### config.mk
export PLATFORM = sky130hd
export DESIGN_NAME = arm_mc_controller
export DESIGN_NICKNAME = d
export VERILOG_FILES = /design/src/rtl/arm_mc_controller.sv
export SDC_FILE = /design/constraint.sdc
export NUM_CORES = 1
export LEC_CHECK = 0
export BUFFER_PORTS_ARGS = -buffer_cell sky130_fd_sc_hd__buf_2
export CORE_ASPECT_RATIO = 0.6
export CORE_UTILIZATION = 30
export DETAILED_ROUTE_END_ITERATION = 8
export PLACE_DENSITY = 0.65
export SLEW_MARGIN = 10
export SYNTH_ARGS = -nofsm -noshare
export SYNTH_HDL_FRONTEND = slang
export SYNTH_SLANG_ARGS = --single-unit
export TNS_END_PERCENT = 100
### constraint.sdc
create_clock -name clk -period 5.3 [get_ports clk]
set_clock_uncertainty 0.1 [all_clocks]
set_input_delay 0.265 -clock clk [delete_from_list [all_inputs] [get_ports clk]]
set_output_delay 0.265 -clock clk [all_outputs]
set_load 0.05 [all_outputs]
### src/rtl/arm_mc_controller.sv
// Multi-cycle ARM controller: fetch/decode/execute FSM driving datapath enables
// and mux selects, with condition evaluation, flag register and memory timeout.
module arm_mc_controller #(
  parameter int ALUCTL_W    = 2,
  parameter int MEM_TIMEOUT = 16
) (
  input  logic                clk,
  input  logic                reset_n,
  input  logic [19:0]         Instr,
  input  logic [3:0]          ALUFlags,
  input  logic                MemReady,
  output logic                MemReq,
  output logic                MemWrite,
  output logic                AdrSrc,
  output logic                IRWrite,
  output logic                PCWrite,
  output logic                RegWrite,
  output logic [1:0]          ResultSrc,
  output logic [1:0]          ALUSrcA,
  output logic [1:0]          ALUSrcB,
  output logic [1:0]          ImmSrc,
  output logic [1:0]          RegSrc,
  output logic [ALUCTL_W-1:0] ALUControl,
  output logic                Fault,
  output logic [3:0]          State
);

  localparam int CNT_W = $clog2(MEM_TIMEOUT + 1);
  localparam logic [CNT_W-1:0] CNT_LIMIT = CNT_W'(MEM_TIMEOUT - 1);

  typedef enum logic [3:0] {
    S_FETCH  = 4'd0,  S_DECODE = 4'd1, S_MEMADR = 4'd2, S_MEMRD  = 4'd3,
    S_MEMWB  = 4'd4,  S_MEMWR  = 4'd5, S_EXECR  = 4'd6, S_EXECI  = 4'd7,
    S_ALUWB  = 4'd8,  S_BRANCH = 4'd9, S_FAULT  = 4'd10
  } state_t;

  state_t           state_q, state_d;
  logic [3:0]       flags_q, flags_d;
  logic [CNT_W-1:0] cnt_q, cnt_d;
  logic             active_q;

  // Instr holds bits [31:12]; index = architectural bit - 12.
  logic [3:0] cond_s, cmd_s;
  logic [1:0] op_s;
  logic       ibit_s, ubit_s, sbit_s, pass_s, instr_unused;

  assign cond_s       = Instr[19:16];
  assign op_s         = Instr[15:14];
  assign ibit_s       = Instr[13];
  assign cmd_s        = Instr[12:9];
  assign ubit_s       = Instr[11];
  assign sbit_s       = Instr[8];
  assign instr_unused = ^Instr[7:0];

  function automatic logic cond_pass(input logic [3:0] c, input logic [3:0] f);
    logic n, z, cf, v;
    {n, z, cf, v} = f;
    case (c)
      4'b0000: cond_pass = z;
      4'b0001: cond_pass = !z;
      4'b0010: cond_pass = cf;
      4'b0011: cond_pass = !cf;
      4'b0100: cond_pass = n;
      4'b0101: cond_pass = !n;
      4'b0110: cond_pass = v;
      4'b0111: cond_pass = !v;
      4'b1000: cond_pass = cf && !z;
      4'b1001: cond_pass = !cf || z;
      4'b1010: cond_pass = (n == v);
      4'b1011: cond_pass = (n != v);
      4'b1100: cond_pass = !z && (n == v);
      4'b1101: cond_pass = z || (n != v);
      4'b1110: cond_pass = 1'b1;
      default: cond_pass = 1'b0;
    endcase
  endfunction

  function automatic logic [2:0] alu_dec(input logic [3:0] c);
    case (c)
      4'b0100: alu_dec = 3'd0;
      4'b0010: alu_dec = 3'd1;
      4'b0000: alu_dec = 3'd2;
      4'b1100: alu_dec = 3'd3;
      4'b1010: alu_dec = 3'd1;
      4'b0001: alu_dec = 3'd4;
      4'b1101: alu_dec = 3'd5;
      default: alu_dec = 3'd0;
    endcase
  endfunction

  function automatic logic cmd_ok(input logic [3:0] c);
    case (c)
      4'b0100, 4'b0010, 4'b0000, 4'b1100, 4'b1010: cmd_ok = 1'b1;
      4'b0001, 4'b1101:                            cmd_ok = (ALUCTL_W >= 3);
      default:                                     cmd_ok = 1'b0;
    endcase
  endfunction

  assign pass_s = cond_pass(cond_s, flags_q);
  assign State  = state_q;
  assign Fault  = (state_q == S_FAULT);

  // Output decode, next-state, flag update and memory wait counter.
  always_comb begin
    MemReq     = 1'b0;
    MemWrite   = 1'b0;
    AdrSrc     = 1'b0;
    IRWrite    = 1'b0;
    PCWrite    = 1'b0;
    RegWrite   = 1'b0;
    ResultSrc  = 2'b00;
    ALUSrcA    = 2'b00;
    ALUSrcB    = 2'b00;
    ImmSrc     = 2'b00;
    RegSrc     = 2'b00;
    ALUControl = ALUCTL_W'(0);
    state_d    = state_q;
    flags_d    = flags_q;
    cnt_d      = '0;
    case (state_q)
      S_FETCH: begin
        // active_q holds off the first request until the first edge after reset.
        if (active_q) begin
          MemReq = 1'b1;
          if (MemReady) begin
            IRWrite   = 1'b1;
            PCWrite   = 1'b1;
            ALUSrcA   = 2'b01;
            ALUSrcB   = 2'b10;
            ResultSrc = 2'b10;
            state_d   = S_DECODE;
          end else begin
            state_d = S_FETCH;
          end
        end else begin
          state_d = S_FETCH;
        end
      end
      S_DECODE: begin
        ALUSrcA = 2'b01;
        ALUSrcB = 2'b10;
        case (op_s)
          2'b00: begin
            if (!cmd_ok(cmd_s)) begin
              state_d = S_FAULT;
            end else if (ibit_s) begin
              state_d = S_EXECI;
            end else begin
              state_d = S_EXECR;
            end
          end
          2'b01:   state_d = S_MEMADR;
          2'b10:   state_d = S_BRANCH;
          default: state_d = S_FAULT;
        endcase
      end
      S_MEMADR: begin
        ALUSrcB    = 2'b01;
        ImmSrc     = 2'b01;
        ALUControl = ubit_s ? ALUCTL_W'(0) : ALUCTL_W'(1);
        state_d    = sbit_s ? S_MEMRD : S_MEMWR;
      end
      S_MEMRD: begin
        MemReq  = 1'b1;
        AdrSrc  = 1'b1;
        state_d = MemReady ? S_MEMWB : S_MEMRD;
      end
      S_MEMWB: begin
        ResultSrc = 2'b01;
        RegWrite  = pass_s;
        state_d   = S_FETCH;
      end
      S_MEMWR: begin
        MemReq   = 1'b1;
        AdrSrc   = 1'b1;
        RegSrc   = 2'b10;
        MemWrite = pass_s;
        state_d  = MemReady ? S_FETCH : S_MEMWR;
      end
      S_EXECR, S_EXECI: begin
        ALUSrcB    = (state_q == S_EXECI) ? 2'b01 : 2'b00;
        ALUControl = ALUCTL_W'(alu_dec(cmd_s));
        state_d    = S_ALUWB;
        if (sbit_s && pass_s) begin
          flags_d[3:2] = ALUFlags[3:2];
          // Carry and overflow only carry meaning for ADD/SUB/CMP.
          if ((ALUControl == ALUCTL_W'(0)) || (ALUControl == ALUCTL_W'(1))) begin
            flags_d[1:0] = ALUFlags[1:0];
          end else begin
            flags_d[1:0] = flags_q[1:0];
          end
        end else begin
          flags_d = flags_q;
        end
      end
      S_ALUWB: begin
        RegWrite = pass_s && (cmd_s != 4'b1010);
        state_d  = S_FETCH;
      end
      S_BRANCH: begin
        ImmSrc    = 2'b10;
        ALUSrcB   = 2'b01;
        ResultSrc = 2'b10;
        PCWrite   = pass_s;
        state_d   = S_FETCH;
      end
      S_FAULT: state_d = S_FAULT;
      default: state_d = S_FAULT;
    endcase
    if (MemReq && !MemReady) begin
      if (cnt_q == CNT_LIMIT) begin
        state_d = S_FAULT;
        cnt_d   = '0;
      end else begin
        cnt_d = cnt_q + CNT_W'(1);
      end
    end else begin
      cnt_d = '0;
    end
  end

  // State, flag, counter and start-up registers.
  always_ff @(posedge clk or negedge reset_n) begin
    if (!reset_n) begin
      state_q  <= S_FETCH;
      flags_q  <= 4'b0000;
      cnt_q    <= '0;
      active_q <= 1'b0;
    end else begin
      state_q  <= state_d;
      flags_q  <= flags_d;
      cnt_q    <= cnt_d;
      active_q <= 1'b1;
    end
  end

endmodule

* Word-level counts from Yosys, hierarchy flattened
Cells that the tools add are included.
** Word-level totals
- Register bits :: 14
- Word-level logic and storage cells :: 109
** Operators by class
- Mux-type cells :: 40
- Reduce and logical (&&, ||, !) cells :: 26
- $add $sub $neg :: 1
- Equality and inequality tests :: 37
** Operator list (count)
- 4-bit equality test (second input constant) :: 13
- 4-bit by 3-bit equality test with 1-bit output (second input constant) :: 9
- 4-bit one-hot mux with 7 select lines :: 1
- 4-bit by 2-bit equality test with 1-bit output (second input constant) :: 5
- 4-bit two-way mux :: 4
- 1-bit two-way mux :: 15
- 1-bit one-hot mux with 15 select lines :: 1
- 4-bit by 1-bit equality test with 1-bit output (second input constant) :: 3
- 4-bit zero test :: 3
- 4-bit one-hot mux with 3 select lines :: 1
- 5-bit two-way mux :: 2
- 2-bit one-hot mux with 5 select lines :: 1
- 3-bit two-way mux :: 3
- 2-bit two-way mux :: 4
- 1-bit one-hot mux with 2 select lines :: 4
- 2-bit one-hot mux with 2 select lines :: 2
- 2-bit one-hot mux with 4 select lines :: 1
- 2-bit OR reduction :: 4
- 2-bit one-hot mux with 3 select lines :: 1
- 5-bit by 1-bit adder with 5-bit output (second input constant) :: 1
- 5-bit by 4-bit equality test with 1-bit output (second input constant) :: 1
- 1-bit logical AND :: 5
- 1-bit zero test :: 5
- 5-bit OR reduction :: 1
- other kinds (10) :: 14

* Logic depth before layout (Yosys ltp)
Gate-level depths: netlist (run 1).
- Depth after elaboration :: 10
- Mapped depth :: 7
- Gate-level depth less buffers :: 6

* Least setup slack after synthesis (run 1)
OpenSTA, ideal clock, no wires.
- Path kind :: register -> output
- From :: reg state_q[1] (netlist: State[1])
- To :: out ALUControl[0]
- Cell stages (with the launch flop) :: 6
- Slack :: 1.585 ns
- Arrival time :: 3.350 ns
- Path buffers :: 1
- Required time :: 4.935 ns
- Cell sequence :: dfrtp_1 buf_2 nand2b_1 nor3_1 a31oi_1 o21ai_0
** Between the ends
- Word-level cells in the longest chain between the ends :: 3
** RTL lines
- start: declaration :: RTL line 37 : state_t state_q, state_d;
- start signal: assignment :: RTL line 230 : state_q <= state_d;
- 4-bit by 3-bit equality test with 1-bit output :: RTL line 120 : case (state_q)
- 2-bit OR reduction :: RTL line 120
- 2-bit one-hot mux with 2 select lines * :: RTL line 120
- end: declaration :: RTL line 23 : output logic [ALUCTL_W-1:0] ALUControl,
Every way passes the cells marked *; elsewhere a longest branch is shown, timed or not.

* Worst setup path in the final report (run 1)
- From :: reg flags_q[3]
- To :: out PCWrite
** Between the ends
- Word-level cells in the longest chain between the ends :: 4
** RTL lines
- start: declaration :: RTL line 38 : logic [3:0] flags_q, flags_d;
- start signal: assignment :: RTL line 231 : flags_q <= flags_d;
- 1-bit != test / 1-bit equality test (equally long branches)
- 1-bit logical OR / 1-bit logical AND (equally long branches) :: RTL line 72, 71
- 1-bit one-hot mux with 15 select lines * :: RTL line 58 : case (c)
- 1-bit one-hot mux with 2 select lines * :: RTL line 120
- end: declaration :: RTL line 16 : output logic PCWrite,
Marked as above.

==> impl_results.md, run 1 <==
* DR vias/cell at 4.94
* Post-synth EDFFs at 0
* R2R depth at 6
* Setup slack, reg-to-reg at 3070 ps
* Top delay family on crit path: compound AO/OA/AOI/OAI gates
* Initial antenna violation count at 0
* Final setup viols at 0
* Root Buffer: clkbuf_8
* Final net count at 206
* Critical Path AT at 2080 ps
* Syn Area/Cell at 7.96 µm²
* Max_slew headroom at 0.479
* Worst hold start: ALUFlags[3]
* Pre-antenna DRT Iters at 4
* Worst Hold Path Cells at 2
* Buffering stage count on the worst path with inverters included at 1
* Kind of critical path: flop to output pin
* Ys async rst share at 1.00
* I/O Buffers at 39
* CP startpoint kind: flop
* Hold Vio Cnt, Final at 0
* Worst skew pair latency at 240 ps
* Die footprint at 4000 µm²
* Total wire length at 2640 µm
* Initial Util at 0.330
* Required time at the worst-slack endpoint at 4930 ps
* Wire per inst at 11.9 µm
* FP Rows at 16
* Area added between synthesis and finish at 24.2%
* CTS clk-pin slew, worst paths at 50 ps
* Hold EP: flags_q[3]
* Clock Tree Buf Depth at 2
* Ys Warns at 0
* Tot Pwr at 242 µW
* Worst Tran Pin Value at 762 ps
* Vias in the first global route at 946
* Max frequency at 0.409 GHz
* ANT cells at 0
* Top cells by area, synth: dfrtp_1, nor2_1, a21oi_1, mux2_1, mux2i_1
* Pre-CTS setup slack at 3060 ps
* Core region area at 3400 µm²
* Critical path fanouts, max at 6
* Gpl congestion at 0.787
* Sum of negative setup slack at 0 ps
* Syn Inst Count at 141
* Post-synth cell types at 41
* CTS resizes at 0
* Level count of the clock H-tree at 1
* I/O pin count at 50
* Die Wd at 81.0 µm
* Mapped Area at 1120 µm²
* P_leak at 0.000697 µW
* Crit-path slowest cell: a2111oi_4
* Unrepaired setup endpoints after global routing: no
* Max-cap viol count at 0
* Run status: completed
* Post-synth top area share at 0.312
* Grt total ovfl at 0
* Layout cells sized above 1 at 0.271
* CP peak stage delay at 470 ps
* TritonCTS clock tree: done
* Die height at 49.4 µm
* Post-CTS setup repair buffer count at 0
* Hold Crit Class: input port to flop
* Largest net degree at the start of global routing at 15
* Final period utilization at 0.461
* Seq/Total Area, Yosys at 0.312
* Worst r2r src: flags_q[3]
* Residual DRC at 0
* Clock tree sinks at 14
* Dominant cell type by area after synthesis: dfrtp_1
* FF+latch count, synth at 14
* Worst-path cell chain: xnor2_1 > mux2i_1 > o211ai_1 > a2111oi_4 > o21ai_0 > buf_2
* Worst flop-to-flop path endpoint: flags_q[3]
* Total CTS buffers at 3
* Fin crit period at 2440 ps
* Max VDD drop at 0.0000737 V
* Slew Limit Fails at 0
* Detail Route Antenna Nets at 0
* Power density over cell area at 174 nW/µm²
* GRT Overall Usage at 0.147
* DR vias at 1096
* Most used standard cell by instance count after synthesis: nor2_1
* Top FF cell, synth: dfrtp_1
* DP HPWL at 2160 µm
* First-pass GRT wire length at 4510 µm
* Synth top cells by count: nor2_1, dfrtp_1, nand2_1
* Crit end category: output pin
* Final WS setup at 2860 ps
* Iteration-0 DRC Markers at 92
==> per-layer routing <==
| layer | GRT usage | routed length, µm |
|---|---|---|
| met5 | 0 | 0 |
| met4 | 0.0446 | 16 |
| met3 | 0.0280 | 130 |
| met2 | 0.195 | 1010 |
| met1 | 0.233 | 1480 |
==> kinds of logic (layout without fill, tap and decap cells) <==
kind of cell	Yosys count	after routing	share of synthesized area
and+or+nand+nor	67	67	0.318
AOI/OAI and AO/OA	28	28	0.166
buffers and inverters	15	50	0.0635
DFF	14	14	0.312
muxes	8	8	0.0758
xor gates and xnor gates	6	6	0.0468
other	2	3	0.00669
adders and majority gates	1	1	0.0111
==> flip-flops by register name (all words and copies together), names as in the netlist <==
name      cells
active_q      1
flags_q       4
cnt_q         5
State         4
==> how the worst max path moves through the flow <==
| stage | startpoint | to | slack, ps | cells past startpoint |
|---|---|---|---|---|
| finish | flags_q[3] | PCWrite | 2860 | 6 |
| global placement | flags_q[3] | flags_q[2] | 3090 | 6 |
| CTS | flags_q[3] | PCWrite | 2830 | 6 |
| global route | flags_q[3] | PCWrite | 2660 | 6 |
| detailed placement | flags_q[3] | flags_q[3] | 3060 | 6 |
| floorplan | State[1] | ALUControl[0] | 1580 | 5 |
==> what timing repair did <==
action	CTS	global route
endpoints found under the setup margin	0	0
hold endpoints to repair	14	0
hold buffers	1	0
==> metrics by stage <==
step	cell area, µm²	util	std cells	hold WS [ps]
after detailed placement	1330	0.390	217	71.9
after floorplan	1130	-	142	-131
final	1390	0.410	222	137
after global routing	1390	0.410	222	148
after CTS	1390	0.410	222	140
after global placement	1330	0.390	217	77.0
==> cell usage in the layout, fill, tap and decap left out, types with 3 or more instances in the layout <==
cell type | synthesis | layout
buf_2 | 2 | 39
nor2_1 | 18 | 18
dfrtp_1 | 14 | 14
nand2_1 | 10 | 10
a21oi_1 | 9 | 9
o21ai_0 | 8 | 8
nor3_1 | 7 | 7
inv_1 | 6 | 6
nand2b_1 | 5 | 5
nand3_1 | 5 | 5
nand3b_1 | 5 | 5
xor2_1 | 4 | 4
or3_1 | 4 | 4
mux2i_1 | 4 | 4
a31oi_1 | 4 | 4
mux2_1 | 4 | 4
clkbuf_8 | 0 | 4
conb_1 | 2 | 3
==> power by group <==
part           internal [µW]  switching (µW)
logic                   13.0            19.5
registers                107           0.267
clock network           65.8            36.3
==> cell type report <==
type                            count  area, µm²
Timing Repair Buffer               40        205
Sequential cell                    14        350
Inverter                            6       22.5
Tap cell                           45       56.3
Multi-Input combinational cell    113        704
Fill cell                         351       2010
Clock buffer                        4       55.1
Power figures use the tool's default switching activity.
==> run 2, diff against run 1 <==
==> constraint.sdc (replaced) <==
create_clock -name clk -period 2.4 [get_ports clk]
set_clock_uncertainty 0.1 [all_clocks]
set_input_delay 0.12 -clock clk [delete_from_list [all_inputs] [get_ports clk]]
set_output_delay 0.12 -clock clk [all_outputs]
set_load 0.05 [all_outputs]
==> run 2 against run 1 <==
Compared with the run above:
- combinational power up 140%
- via count up 1.1%
- die area unchanged
- flip-flop and latch count unchanged
- total power up 110%
- worst hold slack worse by 130 ps
- critical endpoint is now RegWrite
- clock power up 77%
- non-clock buffer count up 6
- sequential share of layout area down 0.87 points
- critical path depth unchanged
- routed wire length up 3.8%
==> impl_results.md, run 2 (same netlist as run 1, synthesis figures left out) <==
* DP HPWL at 2210 µm
* Worst skew pair latency at 240 ps
* Most common cell after layout, fill and taps aside: buf_2
* Worst-path cell chain: xnor2_1 > mux2i_1 > o211ai_1 > a2111oi_4 > nor2_1 > buf_2
* Area added between synthesis and finish at 29.1%
* CTS clk-pin slew, worst paths at 50 ps
* Total CTS buffers at 3
* Wire per inst at 12.1 µm
* Final setup viols at 0
* Run status: completed
* Final net count at 212
* GRT Overall Usage at 0.150
* Most frequent cells in the layout: buf_2, nor2_1, dfrtp_1
* Max VDD drop at 0.000210 V
* Max-cap viol count at 0
* DR vias at 1108
* Max reg flops at 5
* Gpl congestion at 0.771
* Kind of critical path: flop to output pin
* Critical Path AT at 2060 ps
* Die footprint at 4000 µm²
* Level count of the clock H-tree at 1
* Core region area at 3400 µm²
* Residual DRC at 0
* Initial Util at 0.330
* ANT cells at 0
* Slew Limit Fails at 0
* Fin crit period at 2280 ps
* TritonCTS clock tree: done
* DR vias/cell at 4.88
* Layout cells sized above 1 at 0.308
* Tot Pwr at 497 µW
* Initial antenna violation count at 0
* Detail Route Antenna Nets at 0
* Vias in the first global route at 1003
* Critical path fanouts, max at 6
* Crit path launch: flags_q[3]
* Area after DPL at 1380 µm²
* Iteration-0 DRC Markers at 116
* Finished Core Util at 0.426
* Final instance area at 1450 µm²
* Worst hold start: ALUFlags[1]
* P_leak at 0.000718 µW
* Pre-antenna DRT Iters at 4
* Fill cells at 355
* CP peak stage delay at 520 ps
* Max frequency at 0.438 GHz
* Largest net degree at the start of global routing at 15
* Die Wd at 81.0 µm
* Power density over cell area at 343 nW/µm²
* Buffering stage count on the worst path with inverters included at 1
* FP Rows at 16
* Root Buffer: clkbuf_8
* Worst r2r src: flags_q[3]
* Total wire length at 2740 µm
* Top delay family on crit path: compound AO/OA/AOI/OAI gates
* Top reg by flops: cnt_q
* Clock Tree Buf Depth at 2
* Clock tree sinks at 14
* I/O Buffers at 39
* Die height at 49.4 µm
* Crit end category: output pin
* Grt total ovfl at 0
* CP startpoint kind: flop
* Final period utilization at 0.951
* I/O pin count at 50
* Required time at the worst-slack endpoint at 2180 ps
* Crit-path slowest cell: a2111oi_4
* Hold Vio Cnt, Final at 0
* First-pass GRT wire length at 4730 µm
* Hold Crit Class: input port to flop
==> run 2: path summary, 6_finish.rpt <==
check                      cells past startpoint  slack, ps          to
max                                            6        120    RegWrite
min                                            2          2  flags_q[1]
max reg2reg                                    6        140  flags_q[2]
min reg2reg                                    1        380    cnt_q[0]
max in group asynchronous                      2       1700  flags_q[3]
min in group asynchronous                      2        230    cnt_q[3]
==> run 2: area by class of cell <==
type	instances	area, µm²	share of cell area
Timing Repair Buffer	46	253	0.174
Tap cell	45	56.3	0.0389
Clock buffer	3	41.3	0.0285
Inverter	6	22.5	0.0155
Sequential cell	14	352	0.243
Multi-Input combinational cell	113	724	0.500
==> run 2: repair_timing <==
item | 4_1_cts | 5_1_grt
setup endpoints to repair | 0 | 1
gates resized for setup | 0 | 1
hold buffers | 2 | 0
endpoints found under the hold margin | 15 | 0
setup buffers | 0 | 1
==> run 2: per-layer routing <==
layer  global-route usage  vias to the layer above  part of all wire  wire, µm
li1                     -                      576                 -         -
met2                0.207                       33              0.37      1020
met5                    0                        -                 0         0
met1                0.242                      497              0.56      1540
met4               0.0268                        0            0.0029         8
met3               0.0206                        2             0.062       169
==> run 2: worst reg2reg max path, cell delays in order (launching register included) <==
cell       delay (ps)
dfrtp_2           440
xnor2_1           180
mux2i_1           200
o211ai_1          160
a2111oi_4         520
nand3b_1          210
mux2_1            330
==> run 2: where the power goes <==
part | total [µW] | switching [µW] | internal (µW)
registers | 238 | 0.626 | 237
logic | 78.1 | 45.1 | 33.0
clock network | 181 | 70.6 | 110
total | 497 | 116 | 381
==> run 2: stage by stage <==
step                setup slack, ps  hold slack [ps]  setup TNS (ps)  std cells
floorplan                     -97.5             -276            -109        142
global placement                213            -71.3               0        221
detailed placement              176            -68.3               0        221
CTS                             136             4.46               0        226
global route                  -13.8             16.9           -32.2        227
finish                          118             2.41               0        227
==> run 3, diff against run 2 <==
--- a/config.mk
+++ b/config.mk
@@ -6,7 +6,6 @@
 export NUM_CORES = 1
 export LEC_CHECK = 0
 export BUFFER_PORTS_ARGS = -buffer_cell sky130_fd_sc_hd__buf_2
-export CORE_ASPECT_RATIO = 0.6
 export CORE_UTILIZATION = 30
 export DETAILED_ROUTE_END_ITERATION = 8
 export PLACE_DENSITY = 0.65
==> run 3 against run 2 <==
Compared with the run above:
- clock power up 3%
- worst hold slack improved by 11 ps
- worst setup slack better by 92 ps
- critical path depth did not move
- sequential share of layout area fell by 0.17 points
- clock-buffer cell count unchanged
- global-route usage shrank 1.1 points
- routed wire length down 3.6%
- critical path type unchanged
- largest cell class unchanged
==> impl_results.md, run 3 (same netlist as run 1, synthesis figures left out) <==
* Clock tree sinks at 14
* Worst Hold Path Cells at 2
* ANT cells at 0
* Hold_ws at 13.8 ps
* Total wire length at 2640 µm
* Level count of the clock H-tree at 1
* Finished Core Util at 0.419
* Final instance area at 1450 µm²
* Die height at 63.2 µm
* Crit end category: output pin
* GRT busiest layer: met2
* FP Rows at 21
* I/O pin count at 50
* Worst skew pair latency at 240 ps
* Most frequent cells in the layout: buf_2, nor2_1, dfrtp_1
* R2R depth at 6
* Pre-CTS setup slack at 213 ps
* Largest net degree at the start of global routing at 15
* Critical path fanouts, max at 6
* Grt total ovfl at 0
* Layout cells sized above 1 at 0.291
* Run status: completed
* Max VDD drop at 0.000372 V
* Clock Tree Buf Depth at 2
* Die Wd at 63.2 µm
* Max_slew headroom at 0.496
* Worst setup endpoint: RegWrite
* Detail Route Antenna Nets at 0
* Max frequency at 0.457 GHz
* Die footprint at 3990 µm²
* Hold Crit Class: input port to flop
* Sum of negative setup slack at 0 ps
* Initial antenna violation count at 0
* Hold Vio Cnt, Final at 0
* Critical Path AT at 1970 ps
* Kind of critical path: flop to output pin
* Power density over cell area at 345 nW/µm²
* CTS resizes at 0
* Post-CTS setup repair buffer count at 0
* Max-cap viol count at 0
* Setup slack, reg-to-reg at 220 ps
* Worst Tran Pin Value at 737 ps
* TritonCTS clock tree: done
* Pre-antenna DRT Iters at 4
* Final period utilization at 0.912
* Root Buffer: clkbuf_8
* Area after DPL at 1370 µm²
* Most common cell after layout, fill and taps aside: buf_2
* Final setup viols at 0
* Final WS setup at 210 ps
* DR vias/cell at 4.89
* Initial Util at 0.324
* Slew Limit Fails at 0
* I/O Buffers at 39
* Max reg flops at 5
* Post-CTS Hold Buffers at 4
* CP startpoint kind: flop
* Unrepaired setup endpoints after global routing: no
* Gpl congestion at 0.779
* First-pass GRT wire length at 4400 µm
* Crit path launch: flags_q[3]
* Worst r2r src: flags_q[3]
* Worst flop-to-flop path endpoint: flags_q[2]
* Required time at the worst-slack endpoint at 2180 ps
* Area added between synthesis and finish at 29.5%
* Total CTS buffers at 3
* GRT Overall Usage at 0.139
* Met3 Usage GRT at 0.0435
* DR vias at 1115
* CTS clk-pin slew, worst paths at 50 ps
* GRT met2 Usage at 0.207
* Residual DRC at 0
* Vias in the first global route at 909
* Iteration-0 DRC Markers at 102
* Core region area at 3470 µm²
* Top reg by flops: cnt_q
* DP HPWL at 2050 µm
* Fin crit period at 2190 ps
* M1 GR Usage at 0.203
* P_leak at 0.000720 µW
* Final net count at 212
* Wire per inst at 11.6 µm
run 3: area by class of cell:
cell class / instances / area, µm²
Timing Repair Buffer: 46 / 258
Clock buffer: 3 / 41.3
Inverter: 6 / 22.5
Fill cell: 384 / 2010
Tap cell: 46 / 57.6
Sequential cell: 14 / 350
Multi-Input combinational cell: 113 / 724
run 3: per-stage QoR:
stage / cells / total power, µW
after floorplan: 142 / 286
after global placement: 221 / 313
after detailed placement: 221 / 313
after CTS: 228 / 506
after global routing: 228 / 532
final: 228 / 501
run 3: worst min path at each step:
stage                            from         end
final                     ALUFlags[2]  flags_q[2]
after global routing      ALUFlags[2]  flags_q[2]
after CTS                 ALUFlags[2]  flags_q[2]
after detailed placement      reset_n    cnt_q[2]
after global placement        reset_n    cnt_q[2]
after floorplan               reset_n    State[0]
run 3: report_power, final:
group	internal (µW)	switching, µW
Sequential	237	0.689
Clock	111	76.2
Combinational	31.8	44.6
run 3: critical path, stage by stage (launching register included):
cell	delay [ps]
dfrtp_1	430
xnor2_1	190
mux2i_1	200
o211ai_1	140
a2111oi_4	450
nor2_1	80
buf_2	220
run 3: routing by layer:
layer / part of all wire / vias up
met5: 0 / -
li1: - / 577
met1: 0.48 / 500
met4: 0.0023 / 0
met2: 0.45 / 36
met3: 0.063 / 2
